===== src/rtl/usb_pkt_serializer_pkg.sv =====
// Shared types and constants for the USB packet serializer: FSM states, CRC modes,
// CRC polynomials/residues and common PID values.
package usb_pkt_serializer_pkg;

  typedef enum logic [2:0] {
    ST_IDLE,
    ST_START,
    ST_SYNC,
    ST_BODY,
    ST_CRC,
    ST_EOPW
  } state_e;

  typedef enum logic [1:0] {
    CRC_NONE = 2'b00,
    CRC_5    = 2'b01,
    CRC_16   = 2'b10
  } crc_mode_e;

  localparam logic [7:0]  SYNC_DEFAULT  = 8'h80;

  localparam logic [4:0]  CRC5_POLY     = 5'h05;
  localparam logic [4:0]  CRC5_INIT     = 5'h1F;
  localparam logic [4:0]  CRC5_RESIDUE  = 5'h0C;
  localparam logic [15:0] CRC16_POLY    = 16'h8005;
  localparam logic [15:0] CRC16_INIT    = 16'hFFFF;
  localparam logic [15:0] CRC16_RESIDUE = 16'h800D;

  localparam logic [7:0]  PID_OUT   = 8'hE1;
  localparam logic [7:0]  PID_IN    = 8'h69;
  localparam logic [7:0]  PID_SOF   = 8'hA5;
  localparam logic [7:0]  PID_SETUP = 8'h2D;
  localparam logic [7:0]  PID_DATA0 = 8'hC3;
  localparam logic [7:0]  PID_DATA1 = 8'h4B;
  localparam logic [7:0]  PID_ACK   = 8'hD2;
  localparam logic [7:0]  PID_NAK   = 8'h5A;
  localparam logic [7:0]  PID_STALL = 8'h1E;

  // The reserved encoding 2'b11 behaves as "no CRC".
  function automatic crc_mode_e decode_crc_mode(input logic [1:0] sel);
    crc_mode_e m;
    case (sel)
      2'b01:   m = CRC_5;
      2'b10:   m = CRC_16;
      default: m = CRC_NONE;
    endcase
    return m;
  endfunction

endpackage


===== src/rtl/usb_pkt_serializer_crc.sv =====
// Bit-serial CRC engine (MSB-feedback shift register). crc_o already includes the bit
// presented this cycle when en_i is high, so the caller can load the final value on the last edge.
module usb_pkt_serializer_crc
  import usb_pkt_serializer_pkg::*;
#(
  parameter int             W    = 16,
  parameter logic [W-1:0]   POLY = CRC16_POLY,
  parameter logic [W-1:0]   INIT = CRC16_INIT
) (
  input  logic         clk,
  input  logic         rst,
  input  logic         clr_i,
  input  logic         en_i,
  input  logic         din_i,
  output logic [W-1:0] crc_o
);

  logic [W-1:0] crc_q;
  logic [W-1:0] crc_d;
  logic [W-1:0] step;
  logic         fb;

  always_comb begin
    fb    = din_i ^ crc_q[W-1];
    step  = {crc_q[W-2:0], 1'b0} ^ (fb ? POLY : '0);
    crc_d = crc_q;
    if (clr_i) begin
      crc_d = INIT;
    end else if (en_i) begin
      crc_d = step;
    end
  end

  always_ff @(posedge clk) begin
    if (rst) begin
      crc_q <= INIT;
    end else begin
      crc_q <= crc_d;
    end
  end

  assign crc_o = en_i ? step : crc_q;

endmodule


===== src/rtl/usb_pkt_serializer.sv =====
// USB packet serializer: SYNC, variable-length body (PID first) and optional inverted
// CRC5/CRC16, LSB-first per field, handed one bit at a time to the bit stuffer.
module usb_pkt_serializer
  import usb_pkt_serializer_pkg::*;
#(
  parameter int         MAX_BITS = 88,
  parameter int         LEN_W    = $clog2(MAX_BITS + 1),
  parameter logic [7:0] SYNC_PAT = SYNC_DEFAULT
) (
  input  logic                clk,
  input  logic                rst,
  input  logic                pkt_valid,
  output logic                pkt_ready,
  input  logic [MAX_BITS-1:0] pkt_data,
  input  logic [LEN_W-1:0]    pkt_len,
  input  logic [1:0]          pkt_crc,
  input  logic                abort,
  input  logic                pause,
  output logic                start,
  output logic                endr,
  output logic                s_out,
  output logic                s_valid,
  input  logic                sent_pkt,
  output logic                pkt_done,
  output logic                busy
);

  // Counter must also reach 15 while shifting out CRC16.
  localparam int CNT_W = ($clog2(MAX_BITS) < 4) ? 4 : $clog2(MAX_BITS);

  state_e              state_q;
  crc_mode_e           mode_q;
  logic [MAX_BITS-1:0] data_q;
  logic [CNT_W-1:0]    cnt_q;
  logic [CNT_W-1:0]    cnt_d;
  logic [CNT_W-1:0]    last_q;
  logic [CNT_W-1:0]    crc_last;
  logic [15:0]         sh_q;
  logic [15:0]         sh_load;
  logic                pkt_ready_q;
  logic                start_q;
  logic                endr_q;
  logic                s_out_q;
  logic                s_valid_q;
  logic                pkt_done_q;

  logic                crc_en;
  logic                crc_clr;
  logic                crc_din;
  logic [4:0]          crc5_w;
  logic [15:0]         crc16_w;

  // Illegal lengths round down to a byte multiple, clamp to MAX_BITS, floor at one byte.
  function automatic logic [CNT_W-1:0] last_index(input logic [LEN_W-1:0] len);
    logic [LEN_W-1:0] l;
    if (len > LEN_W'(MAX_BITS)) begin
      l = LEN_W'(MAX_BITS);
    end else begin
      l = {len[LEN_W-1:3], 3'b000};
    end
    if (l < LEN_W'(8)) begin
      l = LEN_W'(8);
    end
    return CNT_W'(l - LEN_W'(1));
  endfunction

  assign cnt_d    = cnt_q + CNT_W'(1);
  assign crc_last = (mode_q == CRC_5) ? CNT_W'(4) : CNT_W'(15);

  // The PID byte is excluded from CRC coverage.
  assign crc_en  = (state_q == ST_BODY) && !pause && !abort && (cnt_q >= CNT_W'(8));
  assign crc_clr = (state_q == ST_START);
  assign crc_din = data_q[cnt_q];

  // CRC5 is left-aligned so the shifter always emits from bit 15.
  assign sh_load = (mode_q == CRC_5) ? {~crc5_w, 11'b0} : ~crc16_w;

  usb_pkt_serializer_crc #(
    .W    (5),
    .POLY (CRC5_POLY),
    .INIT (CRC5_INIT)
  ) u_crc5 (
    .clk   (clk),
    .rst   (rst),
    .clr_i (crc_clr),
    .en_i  (crc_en),
    .din_i (crc_din),
    .crc_o (crc5_w)
  );

  usb_pkt_serializer_crc #(
    .W    (16),
    .POLY (CRC16_POLY),
    .INIT (CRC16_INIT)
  ) u_crc16 (
    .clk   (clk),
    .rst   (rst),
    .clr_i (crc_clr),
    .en_i  (crc_en),
    .din_i (crc_din),
    .crc_o (crc16_w)
  );

  always_ff @(posedge clk) begin
    if (rst) begin
      state_q     <= ST_IDLE;
      mode_q      <= CRC_NONE;
      data_q      <= '0;
      cnt_q       <= '0;
      last_q      <= '0;
      sh_q        <= '0;
      pkt_ready_q <= 1'b1;
      start_q     <= 1'b0;
      endr_q      <= 1'b0;
      s_out_q     <= 1'b0;
      s_valid_q   <= 1'b0;
      pkt_done_q  <= 1'b0;
    end else begin
      start_q    <= 1'b0;
      pkt_done_q <= 1'b0;
      case (state_q)
        ST_IDLE: begin
          if (pkt_valid && pkt_ready_q) begin
            data_q      <= pkt_data;
            last_q      <= last_index(pkt_len);
            mode_q      <= decode_crc_mode(pkt_crc);
            pkt_ready_q <= 1'b0;
            start_q     <= 1'b1;
            state_q     <= ST_START;
          end
        end
        ST_START: begin
          if (abort) begin
            endr_q  <= 1'b1;
            state_q <= ST_EOPW;
          end else begin
            cnt_q     <= '0;
            s_valid_q <= 1'b1;
            s_out_q   <= SYNC_PAT[0];
            state_q   <= ST_SYNC;
          end
        end
        ST_SYNC: begin
          if (abort) begin
            s_valid_q <= 1'b0;
            s_out_q   <= 1'b0;
            endr_q    <= 1'b1;
            state_q   <= ST_EOPW;
          end else if (!pause) begin
            if (cnt_q == CNT_W'(7)) begin
              cnt_q   <= '0;
              s_out_q <= data_q[0];
              state_q <= ST_BODY;
            end else begin
              cnt_q   <= cnt_d;
              s_out_q <= SYNC_PAT[cnt_d[2:0]];
            end
          end
        end
        ST_BODY: begin
          if (abort) begin
            s_valid_q <= 1'b0;
            s_out_q   <= 1'b0;
            endr_q    <= 1'b1;
            state_q   <= ST_EOPW;
          end else if (!pause) begin
            if (cnt_q == last_q) begin
              if (mode_q == CRC_NONE) begin
                s_valid_q <= 1'b0;
                s_out_q   <= 1'b0;
                endr_q    <= 1'b1;
                state_q   <= ST_EOPW;
              end else begin
                cnt_q   <= '0;
                sh_q    <= sh_load;
                s_out_q <= sh_load[15];
                state_q <= ST_CRC;
              end
            end else begin
              cnt_q   <= cnt_d;
              s_out_q <= data_q[cnt_d];
            end
          end
        end
        ST_CRC: begin
          if (abort || (!pause && cnt_q == crc_last)) begin
            s_valid_q <= 1'b0;
            s_out_q   <= 1'b0;
            endr_q    <= 1'b1;
            state_q   <= ST_EOPW;
          end else if (!pause) begin
            cnt_q   <= cnt_d;
            sh_q    <= {sh_q[14:0], 1'b0};
            s_out_q <= sh_q[14];
          end
        end
        ST_EOPW: begin
          // A packet offered alongside sent_pkt waits until the IDLE cycle that follows.
          if (sent_pkt) begin
            endr_q      <= 1'b0;
            pkt_done_q  <= 1'b1;
            pkt_ready_q <= 1'b1;
            state_q     <= ST_IDLE;
          end
        end
        default: begin
          state_q <= ST_IDLE;
        end
      endcase
    end
  end

  assign pkt_ready = pkt_ready_q;
  assign start     = start_q;
  assign endr      = endr_q;
  assign s_out     = s_out_q;
  assign s_valid   = s_valid_q;
  assign pkt_done  = pkt_done_q;
  assign busy      = (state_q != ST_IDLE);

endmodule


===== config.mk =====
export PLATFORM = sky130hd
export DESIGN_NAME = usb_pkt_serializer
export DESIGN_NICKNAME = d
export VERILOG_FILES = /design/src/rtl/usb_pkt_serializer_pkg.sv /design/src/rtl/usb_pkt_serializer_crc.sv /design/src/rtl/usb_pkt_serializer.sv
export SDC_FILE = /design/constraint.sdc
export NUM_CORES = 1
export LEC_CHECK = 0
export CAP_MARGIN = 40
export CORE_MARGIN = 4
export CORE_UTILIZATION = 59
export DETAILED_ROUTE_END_ITERATION = 8
export PLACE_DENSITY = 0.84
export SYNTH_ARGS = -nofsm -noshare
export SYNTH_HDL_FRONTEND = slang
export SYNTH_SLANG_ARGS = --single-unit

===== constraint.sdc =====
create_clock -name clk -period 5.25 [get_ports clk]
set_input_delay 1.3125 -clock clk [delete_from_list [all_inputs] [get_ports clk]]
set_output_delay 1.3125 -clock clk [all_outputs]
set_load 0.02 [all_outputs]

==> metrics.yaml, run 1 <==
sta:
  hold_slack_ns: 0.462
  fmax_mhz: 264
  hold_violations: 0
  slew_violations: 0
  setup_viol: 0
  fin_crit_ns: 3.79
  finalSetupTns_ns: 0
  slew_headroom_pct: 49.7
  fin_crit_sh_pct: 72.1
  rsz0062_at_grt: "false"
  tightest_slew_ns: 0.754
  skew_ns: 0.00992
logic_synthesis:
  ys_seq_elements: 147
  synthesis.nets: 985
  synth_fa_ha_area_share_pct: 0.793
  synth_simple_gate_area_share_pct: 20.2
  synthArstFlopShare_pct: 0
  synth_xor_area_share_pct: 2.10
  synth_edf_count: 0
  post_synth.cell_area_avg_um2: 8.63
  synth_area_mm2: 0.00758
  synth_top_family_by_area: "simple AND/OR/NAND/NOR gates"
  syn_inst: 878
  synth_compound_area_share_pct: 15.4
  ys_warn_count: 0
  synthFlopType: "dfxtp_1"
  synth_cell_type_count: 56
  synthMuxAreaShare_pct: 18.0
  ys_seq_area_share_pct: 38.8
pwr:
  power.leakage_nw: 3.25
  swShare_pct: 30.2
  power_mw: 3.19
  p_clk_share_pct: 35.4
  powerDensity_mw_per_mm2: 347
  power_switching_mw: 0.965
  sequentialPowerShare_pct: 41.5
  p_comb_share_pct: 23.1
  ir_drop_mv: 0.233
  internal-power_mw: 2.23
critical_path:
  crit_fanout: 19
  worstSetupEndpointType: "flip-flop"
  worstPathArrival_ns: 4.09
  startpoint_type: "input pin"
  worst_ep_required_time_ns: 5.55
  worstSetupPathType: "input pin to flip-flop"
layout:
  fillers: 953
  final_area_mm2: 0.00921
  multi_input_area_mm2: 0.00429
  utilization_pct: 73.0
  syn2layout_area_growth_pct: 21.6
  seq_area_mm2: 0.00294
  layout_commonest_cell: "nand2_1"
  nets: 1051
  layout_common_cells: "nand2_1 (237), dfxtp_1 (146), a21oi_1 (127)"
  diodes: 0
  drive_above_1_share_pct: 9.62
route:
  drc: 0
  wl_per_cell_um: 16.3
  ant_nets: 0
  drt_iter0_markers: 658
  drt_pre_antenna_iters: 6
  routed_wl_mm: 18.3
  vias: 6714
  viasPerCell: 5.95
clock_tree:
  cts_setup_buffers: 0
  numCtsBuffers: 17
  post_cts_resized: 0
  clockRootBuffer: "clkbuf_16"
  cts.sink_count: 147
  cts_hold_buf: 0
  clkLatencyLatePin_ns: 0.43
  htree_num_levels: 4
  ctsLongestPathBuffers: 2
  cts_tree: "done"
  clkTransAtPathRegs_ns: 0.06
die:
  ios: 110
  design.core.area_mm2: 0.0126
  die-area_mm2: 0.0147
  fp-row-count: 41
  start_util_pct: 60.0
  die_h_um: 121
  die_w_um: 121
global_route:
  groute.usage.overall_pct: 25.3
  grt_pass1_vias: 6300
  grt_pass1_wl_mm: 29.8
  grt_max_degree: 80
  grt_antenna_before_repair: 0
  gr-total-overflow: 0
place:
  gp_congestion: 0.848
  dpl-instance-area_mm2: 0.00867
  port_buffers: 106
  place_hpwl_mm: 12.4
hold_path:
  hp-class: "flip-flop to flip-flop"
run:
  max_cap_viol_count: 0
status:
  status: "completed"
cell usage after synthesis (2+ instances only):
cell | count | area [µm²]
buf_6 | 3 | 33.8
mux4_2 | 39 | 878
and3_1 | 4 | 25.0
a31oi_1 | 5 | 31.3
nor4b_1 | 3 | 26.3
mux4_1 | 8 | 210
a221oi_1 | 2 | 17.5
xnor2_1 | 10 | 87.6
mux2i_1 | 24 | 240
nand3_1 | 16 | 80.1
o31ai_1 | 3 | 22.5
nand2_1 | 237 | 890
or3_1 | 5 | 31.3
nor4_1 | 5 | 31.3
o211ai_1 | 7 | 52.6
buf_4 | 5 | 37.5
xor2_1 | 3 | 26.3
o21ai_0 | 10 | 50.1
o311ai_0 | 2 | 17.5
a22oi_1 | 10 | 75.1
a21o_1 | 2 | 15.0
a21oi_1 | 127 | 636
nor2_1 | 45 | 169
dfxtp_1 | 147 | 2940
a211oi_1 | 7 | 52.6
buf_1 | 11 | 41.3
nor2b_1 | 6 | 37.5
nand2b_1 | 7 | 43.8
o22ai_1 | 3 | 18.8
buf_2 | 9 | 45.0
xnor3_1 | 2 | 45.0
a311o_1 | 3 | 30.0
mux2_2 | 3 | 33.8
nor3_2 | 2 | 20.0
nand4_1 | 3 | 18.8
inv_1 | 10 | 37.5
nor3_1 | 16 | 80.1
nand3b_1 | 6 | 45.0
a311oi_1 | 6 | 52.6
ha_1 | 4 | 50.1
clkbuf_1 | 43 | 161
critical path: stages:
cell and delay, ns:
clkdlybuf4s50_1 0.61, nor2_1 0.29, nand3_1 0.25, or3_1 0.73, mux2i_1 0.22, a311oi_1 0.33
o31ai_1 0.17, o2bb2ai_1 0.17
metrics by stage:
stage,setup slack (ns),instances
finish,1.46,1128
global route,1.34,1128
CTS,1.56,1128
detailed placement,1.14,1097
global placement,1.19,1096
floorplan,1.72,878
cell families (layout without fill, tap and decap cells):
| logic type | count (synthesis) | after routing |
|---|---|---|
| simple gates | 359 | 359 |
| compound gates | 197 | 197 |
| flops | 147 | 147 |
| buf+inv | 81 | 159 |
| mux | 74 | 74 |
| xor+xnor | 15 | 15 |
| fa+ha+maj | 5 | 5 |
per-layer routing:
| layer | vias to the layer above | share of wire [%] | GRT usage, % | wire length [µm] |
|---|---|---|---|---|
| met3 | 31 | 6.3 | 6.20 | 1160 |
| met1 | 3191 | 42 | 33.0 | 7700 |
| met2 | 236 | 50 | 41.3 | 9170 |
| met4 | 0 | 1.7 | 8.19 | 304 |
| met5 | - | 0 | 0 | 0 |
| li1 | 3256 | - | - | - |
final timing paths:
check,depth (start not counted),startpoint,end,slack (ns)
setup / recovery,8,abort,s_out,1.46
setup reg to reg,10,cnt_q[0],s_out,1.81
hold reg to reg,2,sh_q[8],sh_q[8],0.46
hold / removal,2,sh_q[8],sh_q[8],0.46
state kept, by name (all words and copies together), names as in the netlist:
| signal | cells |
|---|---|
| cnt_q | 7 |
| endr | 1 |
| state_q | 3 |
| u_crc5.crc_q | 5 |
| pkt_done | 1 |
| data_q | 88 |
| pkt_ready | 1 |
| mode_q | 2 |
| sh_q | 15 |
| last_q | 5 |
| start | 1 |
| u_crc16.crc_q | 16 |
| s_out | 1 |
| s_valid | 1 |
power by group through the flow:
| stage | clock network, mW | registers [mW] | logic, mW |
|---|---|---|---|
| floorplan | 0 | 1.31 | 0.524 |
| global placement | 0 | 1.34 | 0.705 |
| detailed placement | 0 | 1.34 | 0.733 |
| CTS | 1.14 | 1.32 | 0.740 |
| global route | 1.19 | 1.34 | 0.814 |
| finish | 1.13 | 1.32 | 0.738 |
area by class of cell:
cell class	instances	area share [%]
Clock buffer	21	5.00
Clock inverter	10	0.910
Inverter	10	0.407
Multi-Input combinational cell	650	46.6
Sequential cell	147	32.0
Tap cell	172	2.34
Timing Repair Buffer	118	12.8
Note: power is estimated with default switching activity, not from simulation.
==> run 2: changes to the inputs <==
--- a/config.mk
+++ b/config.mk
@@ -7,9 +7,9 @@
 export LEC_CHECK = 0
 export CAP_MARGIN = 40
 export CORE_MARGIN = 4
-export CORE_UTILIZATION = 59
+export CORE_UTILIZATION = 55
 export DETAILED_ROUTE_END_ITERATION = 8
-export PLACE_DENSITY = 0.84
+export PLACE_DENSITY = 0.79
 export SYNTH_ARGS = -nofsm -noshare
 export SYNTH_HDL_FRONTEND = slang
 export SYNTH_SLANG_ARGS = --single-unit
==> constraint.sdc (replaced) <==
create_clock -name clk -period 3.9 [get_ports clk]
set_input_delay 0.975 -clock clk [delete_from_list [all_inputs] [get_ports clk]]
set_output_delay 0.975 -clock clk [all_outputs]
set_load 0.02 [all_outputs]
==> run 2 against run 1 <==
Net effect:
- clock skew is 0.0029 ns lower
- wire length increased by 1.6%
- via count is essentially flat
- largest cell class unchanged
==> metrics.yaml, run 2 (synthesis gave the netlist of run 1 again) <==
critical_path:
  worst_ep_required_time_ns: 2.92  # -2.63 ns
  crit_fanout: 22  # +3
  worstPathArrival_ns: 2.27  # -1.82 ns
  r2r_slack_ns: 0.77  # -1.04 ns
  cp_slowest_cell: "dfxtp_1"
  startpoint_type: "flip-flop"
  crit_path_max_incr_delay_ns: 0.74  # about the same
  worstPathCellList: "nor2_1 -> nand2_1 -> clkdlybuf4s50_1"
  worstSetupPathType: "flip-flop to output port"
  worstSetupEndpointType: "output port"
clock_tree:
  cts_hold_buf: 0  # unchanged
  post_cts_resized: 0  # unchanged
  cts.sink_count: 147  # unchanged
  ctsLongestPathBuffers: 2  # unchanged
  cts_tree: "done"
  numCtsBuffers: 17  # unchanged
  clockRootBuffer: "clkbuf_16"
  cts_setup_buffers: 0  # unchanged
  clkLatencyLatePin_ns: 0.42  # about the same
  htree_num_levels: 4  # unchanged
  clkTransAtPathRegs_ns: 0.06  # about the same
route:
  drt_pre_antenna_iters: 5  # -1
  vias: 6710  # -0.060%
  viasPerCell: 5.87  # -1.4%
  drt_iter0_markers: 691  # +5.0%
  wl_met1_mm: 8.03  # +4.3%
  wl_per_cell_um: 16.3  # +0.25%
  drc: 0  # unchanged
  routed_wl_mm: 18.6  # +1.6%
  wl_met3_mm: 1.05  # -10%
  wl_met2_mm: 9.28  # +1.2%
  ant_nets: 0  # unchanged
  top_layer_used: "met4"
sta:
  finalWorstSetupSlack_ns: 0.660  # -0.803 ns
  hold_slack_ns: 0.460  # -0.00167 ns
  slew_violations: 0  # unchanged
  rsz0062_at_grt: "false"
  fin_crit_ns: 3.24
  fin_crit_sh_pct: 83.1
  hold_violations: 0  # unchanged
  fmax_mhz: 309
  setup_viol: 0  # unchanged
  finalSetupTns_ns: 0  # unchanged
  tightest_slew_ns: 0.872  # +0.119 ns
  slew_headroom_pct: 41.8  # -7.8 points
  skew_ns: 0.00705  # -0.00287 ns
die:
  start_util_pct: 56.8  # -3.3 points
  die-area_mm2: 0.0157  # +6.8%
  die_h_um: 125  # +3.3%
  design.core.area_mm2: 0.0133  # +5.8%
  die_w_um: 125  # +3.3%
  ios: 110  # unchanged
  fp-row-count: 42  # +2.4%
place:
  dpl-instance-area_mm2: 0.00874  # +0.78%
  port_buffers: 106  # unchanged
  dpl.cell_count: 1112  # +1.4%
  gp_congestion: 0.874  # +3.1%
  dp_slack_ns: 0.628  # -0.509 ns
  place_hpwl_mm: 12.7  # +2.7%
layout:
  largest_register: "data_q"
  drive_above_1_share_pct: 10.8  # +1.1 points
  final_area_mm2: 0.00931  # +1.1%
  layout_commonest_cell: "nand2_1"
  utilization_pct: 69.8  # -3.3 points
  reg_top3: "data_q: 88 flops, u_crc16.crc_q: 16 flops, sh_q: 15 flops"
  largest_reg_flops: 88  # unchanged
  diodes: 0  # unchanged
  syn2layout_area_growth_pct: 22.9
  instances_no_fill: 1143  # +1.3%
  layout_common_cells: "nand2_1 (237), dfxtp_1 (146), a21oi_1 (127)"
  nets: 1062  # +1.0%
status:
  status: "completed"
pwr:
  ir_drop_mv: 0.319  # +37%
  powerDensity_mw_per_mm2: 466  # +35%
  power.leakage_nw: 3.30  # +1.7%
  power_mw: 4.34  # +36%
global_route:
  grt_antenna_before_repair: 0  # unchanged
  grt_pass1_wl_mm: 30.4  # +2.2%
  grt_max_degree: 81  # +1.3%
  gr-total-overflow: 0  # unchanged
  grt_pass1_vias: 6342  # +0.67%
  groute.usage.overall_pct: 23.6  # -1.7 points
run:
  max_cap_viol_count: 0  # unchanged
hold_path:
  hp-class: "flip-flop to flip-flop"
run 2: cell types whose count changed in the layout (fill, tap and decap cells not counted), sizes merged:
cell,change
buf,+11
clkbuf,+2
clkinv,-2
clkinvlp,+1
inv,-1
run 2: worst max-delay path: cells and delay by family, from the launching register on:
family,cells,cell delay (ns)
flops,1,0.74
buf+inv,1,0.63
simple gates,2,0.48
run 2: layout make-up:
type / count / area (µm²)
Clock buffer: 23 / 498
Clock inverter: 8 / 76.3
Fill cell: 1127 / 4040
Inverter: 10 / 37.5
Multi-Input combinational cell: 650 / 4290
Sequential cell: 147 / 2940
Tap cell: 176 / 220
Timing Repair Buffer: 129 / 1240
run 2: where the power goes:
part | internal (mW) | leakage (nW) | switching [mW]
combinational | 0.444 | 1.83 | 0.543
sequential | 1.65 | 1.20 | 0.136
clock | 0.955 | 0.277 | 0.615
run 2: layer usage:
| metal | GRT usage, % | up-vias |
|---|---|---|
| met1 | 31.0 | 3203 |
| met4 | 6.38 | 0 |
| met3 | 6.31 | 24 |
| met2 | 38.8 | 214 |
| li1 | - | 3269 |
| met5 | 0 | - |
run 2: path summary, 6_finish.rpt:
kind / start / endpoint / cells past startpoint
worst max-delay path: state_q[1] / busy / 3
worst min register to register: sh_q[7] / sh_q[7] / 2
worst max register to register: cnt_q[0] / s_out / 9
worst min-delay path: sh_q[7] / sh_q[7] / 2
==> run 3: changes to the inputs <==
--- a/config.mk
+++ b/config.mk
@@ -7,9 +7,9 @@
 export LEC_CHECK = 0
 export CAP_MARGIN = 40
 export CORE_MARGIN = 4
-export CORE_UTILIZATION = 55
+export CORE_UTILIZATION = 50
 export DETAILED_ROUTE_END_ITERATION = 8
-export PLACE_DENSITY = 0.79
+export PLACE_DENSITY = 0.75
 export SYNTH_ARGS = -nofsm -noshare
 export SYNTH_HDL_FRONTEND = slang
 export SYNTH_SLANG_ARGS = --single-unit
==> constraint.sdc (replaced) <==
create_clock -name clk -period 2.9 [get_ports clk]
set_input_delay 0.725 -clock clk [delete_from_list [all_inputs] [get_ports clk]]
set_output_delay 0.725 -clock clk [all_outputs]
set_load 0.02 [all_outputs]
==> run 3 against run 2 <==
Net effect:
- flip-flop and latch count unchanged
- global-route usage decreased by 1.4 points
- final cell count increased by 3.0%
- critical path type is now flip-flop to flip-flop
- largest power group unchanged
- highest routed layer unchanged
==> metrics.yaml, run 3 (synthesis gave the netlist of run 1 again) <==
clock_tree:
  clockRootBuffer: "clkbuf_16"
  clkTransAtPathRegs_ns: 0.06  # about the same
  post_cts_resized: 0  # unchanged
  ctsLongestPathBuffers: 2  # unchanged
  cts.sink_count: 147  # unchanged
  numCtsBuffers: 17  # unchanged
  htree_num_levels: 4  # unchanged
  clkLatencyLatePin_ns: 0.43  # about the same
  cts_hold_buf: 0  # unchanged
  cts_setup_buffers: 0  # unchanged
  cts_tree: "done"
place:
  dpl-instance-area_mm2: 0.00902  # +3.3%
  dpl.cell_count: 1146  # +3.1%
  dp_slack_ns: 0.0381  # -0.590 ns
  gp_congestion: 0.862  # -1.4%
  port_buffers: 106  # unchanged
  place_hpwl_mm: 13.4  # +5.8%
layout:
  nets: 1088  # +2.4%
  syn2layout_area_growth_pct: 27.2
  diodes: 0  # unchanged
  layout_commonest_cell: "nand2_1"
  utilization_pct: 65.6  # -4.2 points
  instances_no_fill: 1177  # +3.0%
  final_area_mm2: 0.00964  # +3.5%
  largest_register: "data_q"
  drive_above_1_share_pct: 13.4  # +2.6 points
  fillers: 1228  # +9.0%
  reg_top3: "data_q: 88 flops, u_crc16.crc_q: 16 flops, sh_q: 15 flops"
  layout_common_cells: "nand2_1 (237), dfxtp_1 (144), a21oi_1 (127)"
  largest_reg_flops: 88  # unchanged
sta:
  slew_violations: 0  # unchanged
  hold_slack_ns: 0.462  # +0.00170 ns
  finalWorstSetupSlack_ns: 0.0894  # -0.570 ns
  fmax_mhz: 356
  finalSetupTns_ns: 0  # unchanged
  fin_crit_ns: 2.81
  slew_headroom_pct: 52.8  # +11 points
  skew_ns: 0.00610  # -0.000952 ns
  hold_violations: 0  # unchanged
  tightest_slew_ns: 0.707  # -0.166 ns
  setup_viol: 0  # unchanged
  fin_crit_sh_pct: 96.9
route:
  drc: 0  # unchanged
  drt_pre_antenna_iters: 5  # unchanged
  routed_wl_mm: 19.1  # +2.8%
  viasPerCell: 5.78  # -1.6%
  wl_per_cell_um: 16.3  # -0.19%
  vias: 6801  # +1.4%
  drt_iter0_markers: 479  # -31%
  ant_nets: 0  # unchanged
critical_path:
  worst_ep_required_time_ns: 3.22  # +0.30 ns
  worstSetupPathType: "flip-flop to flip-flop"
  r2r_slack_ns: 0.09  # -0.68 ns
  cp-startpoint: "cnt_q[0]"
  r2r-start: "cnt_q[0]"
  worstSetupEndpointType: "flip-flop"
  startpoint_type: "flip-flop"
  worstPathArrival_ns: 3.13  # +0.86 ns
  crit_fanout: 15  # -32%
die:
  die-area_mm2: 0.0172  # +9.3%
  start_util_pct: 51.5  # -5.2 points
  design.core.area_mm2: 0.0147  # +10%
  ios: 110  # unchanged
  die_w_um: 131  # +4.6%
  fp-row-count: 44  # +4.8%
  die_h_um: 131  # +4.6%
global_route:
  grt_pass1_wl_mm: 31.9  # +4.6%
  grt_pass1_vias: 6546  # +3.2%
  groute.usage.overall_pct: 22.2  # -1.4 points
  gr-total-overflow: 0  # unchanged
  grt_max_degree: 86  # +6.2%
  grt_antenna_before_repair: 0  # unchanged
pwr:
  power_switching_mw: 1.77  # +37%
  p_clk_share_pct: 36.7  # +0.5 points
  power_mw: 6.00  # +38%
  p_comb_share_pct: 23.5  # +0.8 points
  swShare_pct: 29.5  # -0.29 points
  power.leakage_nw: 3.46  # +4.8%
  powerDensity_mw_per_mm2: 622  # +33%
  sequentialPowerShare_pct: 39.8  # -1.3 points
  ir_drop_mv: 0.466  # +46%
  internal-power_mw: 4.23  # +39%
status:
  status: "completed"
hold_path:
  hp-start: "sh_q[10]"
  hp-class: "flip-flop to flip-flop"
run:
  max_cap_viol_count: 0  # unchanged
## run 3: routing by layer
metal	track usage, %	up-vias	wire, µm
met5	0	-	0
met2	36.6	177	9300
met1	29.2	3252	8600
met4	8.05	0	339
li1	-	3342	-
met3	4.59	30	907
## run 3: path summary, 6_finish.rpt
check | to | depth (start not counted)
hold / removal | sh_q[10] | 2
setup reg to reg | s_out | 9
hold reg to reg | sh_q[10] | 2
setup / recovery | s_out | 9
## run 3: power groups by stage
stage / Clock, mW / Sequential, mW / Combinational (mW)
2_1_floorplan: 0 / 2.37 / 0.965
3_5_place_dp: 0 / 2.42 / 1.40
6_report: 2.20 / 2.39 / 1.41
3_3_place_gp: 0 / 2.41 / 1.37
5_1_grt: 2.32 / 2.41 / 1.55
4_1_cts: 2.22 / 2.38 / 1.41
## run 3: critical path: stages, from the launching register on
cell,delay [ns]
dfxtp_2,0.37
inv_1,0.14
ha_4,0.32
buf_12,0.17
mux4_2,0.53
mux4_2,0.47
mux2_2,0.29
a21oi_1,0.15
o31ai_1,0.11
o2bb2ai_1,0.14
## run 3: layout make-up
class                      count  area (µm²)  share of cell area, %
timing repair buffer         155        1520                   15.7
multi-input combinational    650        4310                   44.8
sequential                   147        2950                   30.6
inverter                      10        37.5                  0.390
tap                          184         230                   2.39
clock buffer                  24         493                   5.12
clock inverter                 7        96.3                   1.00
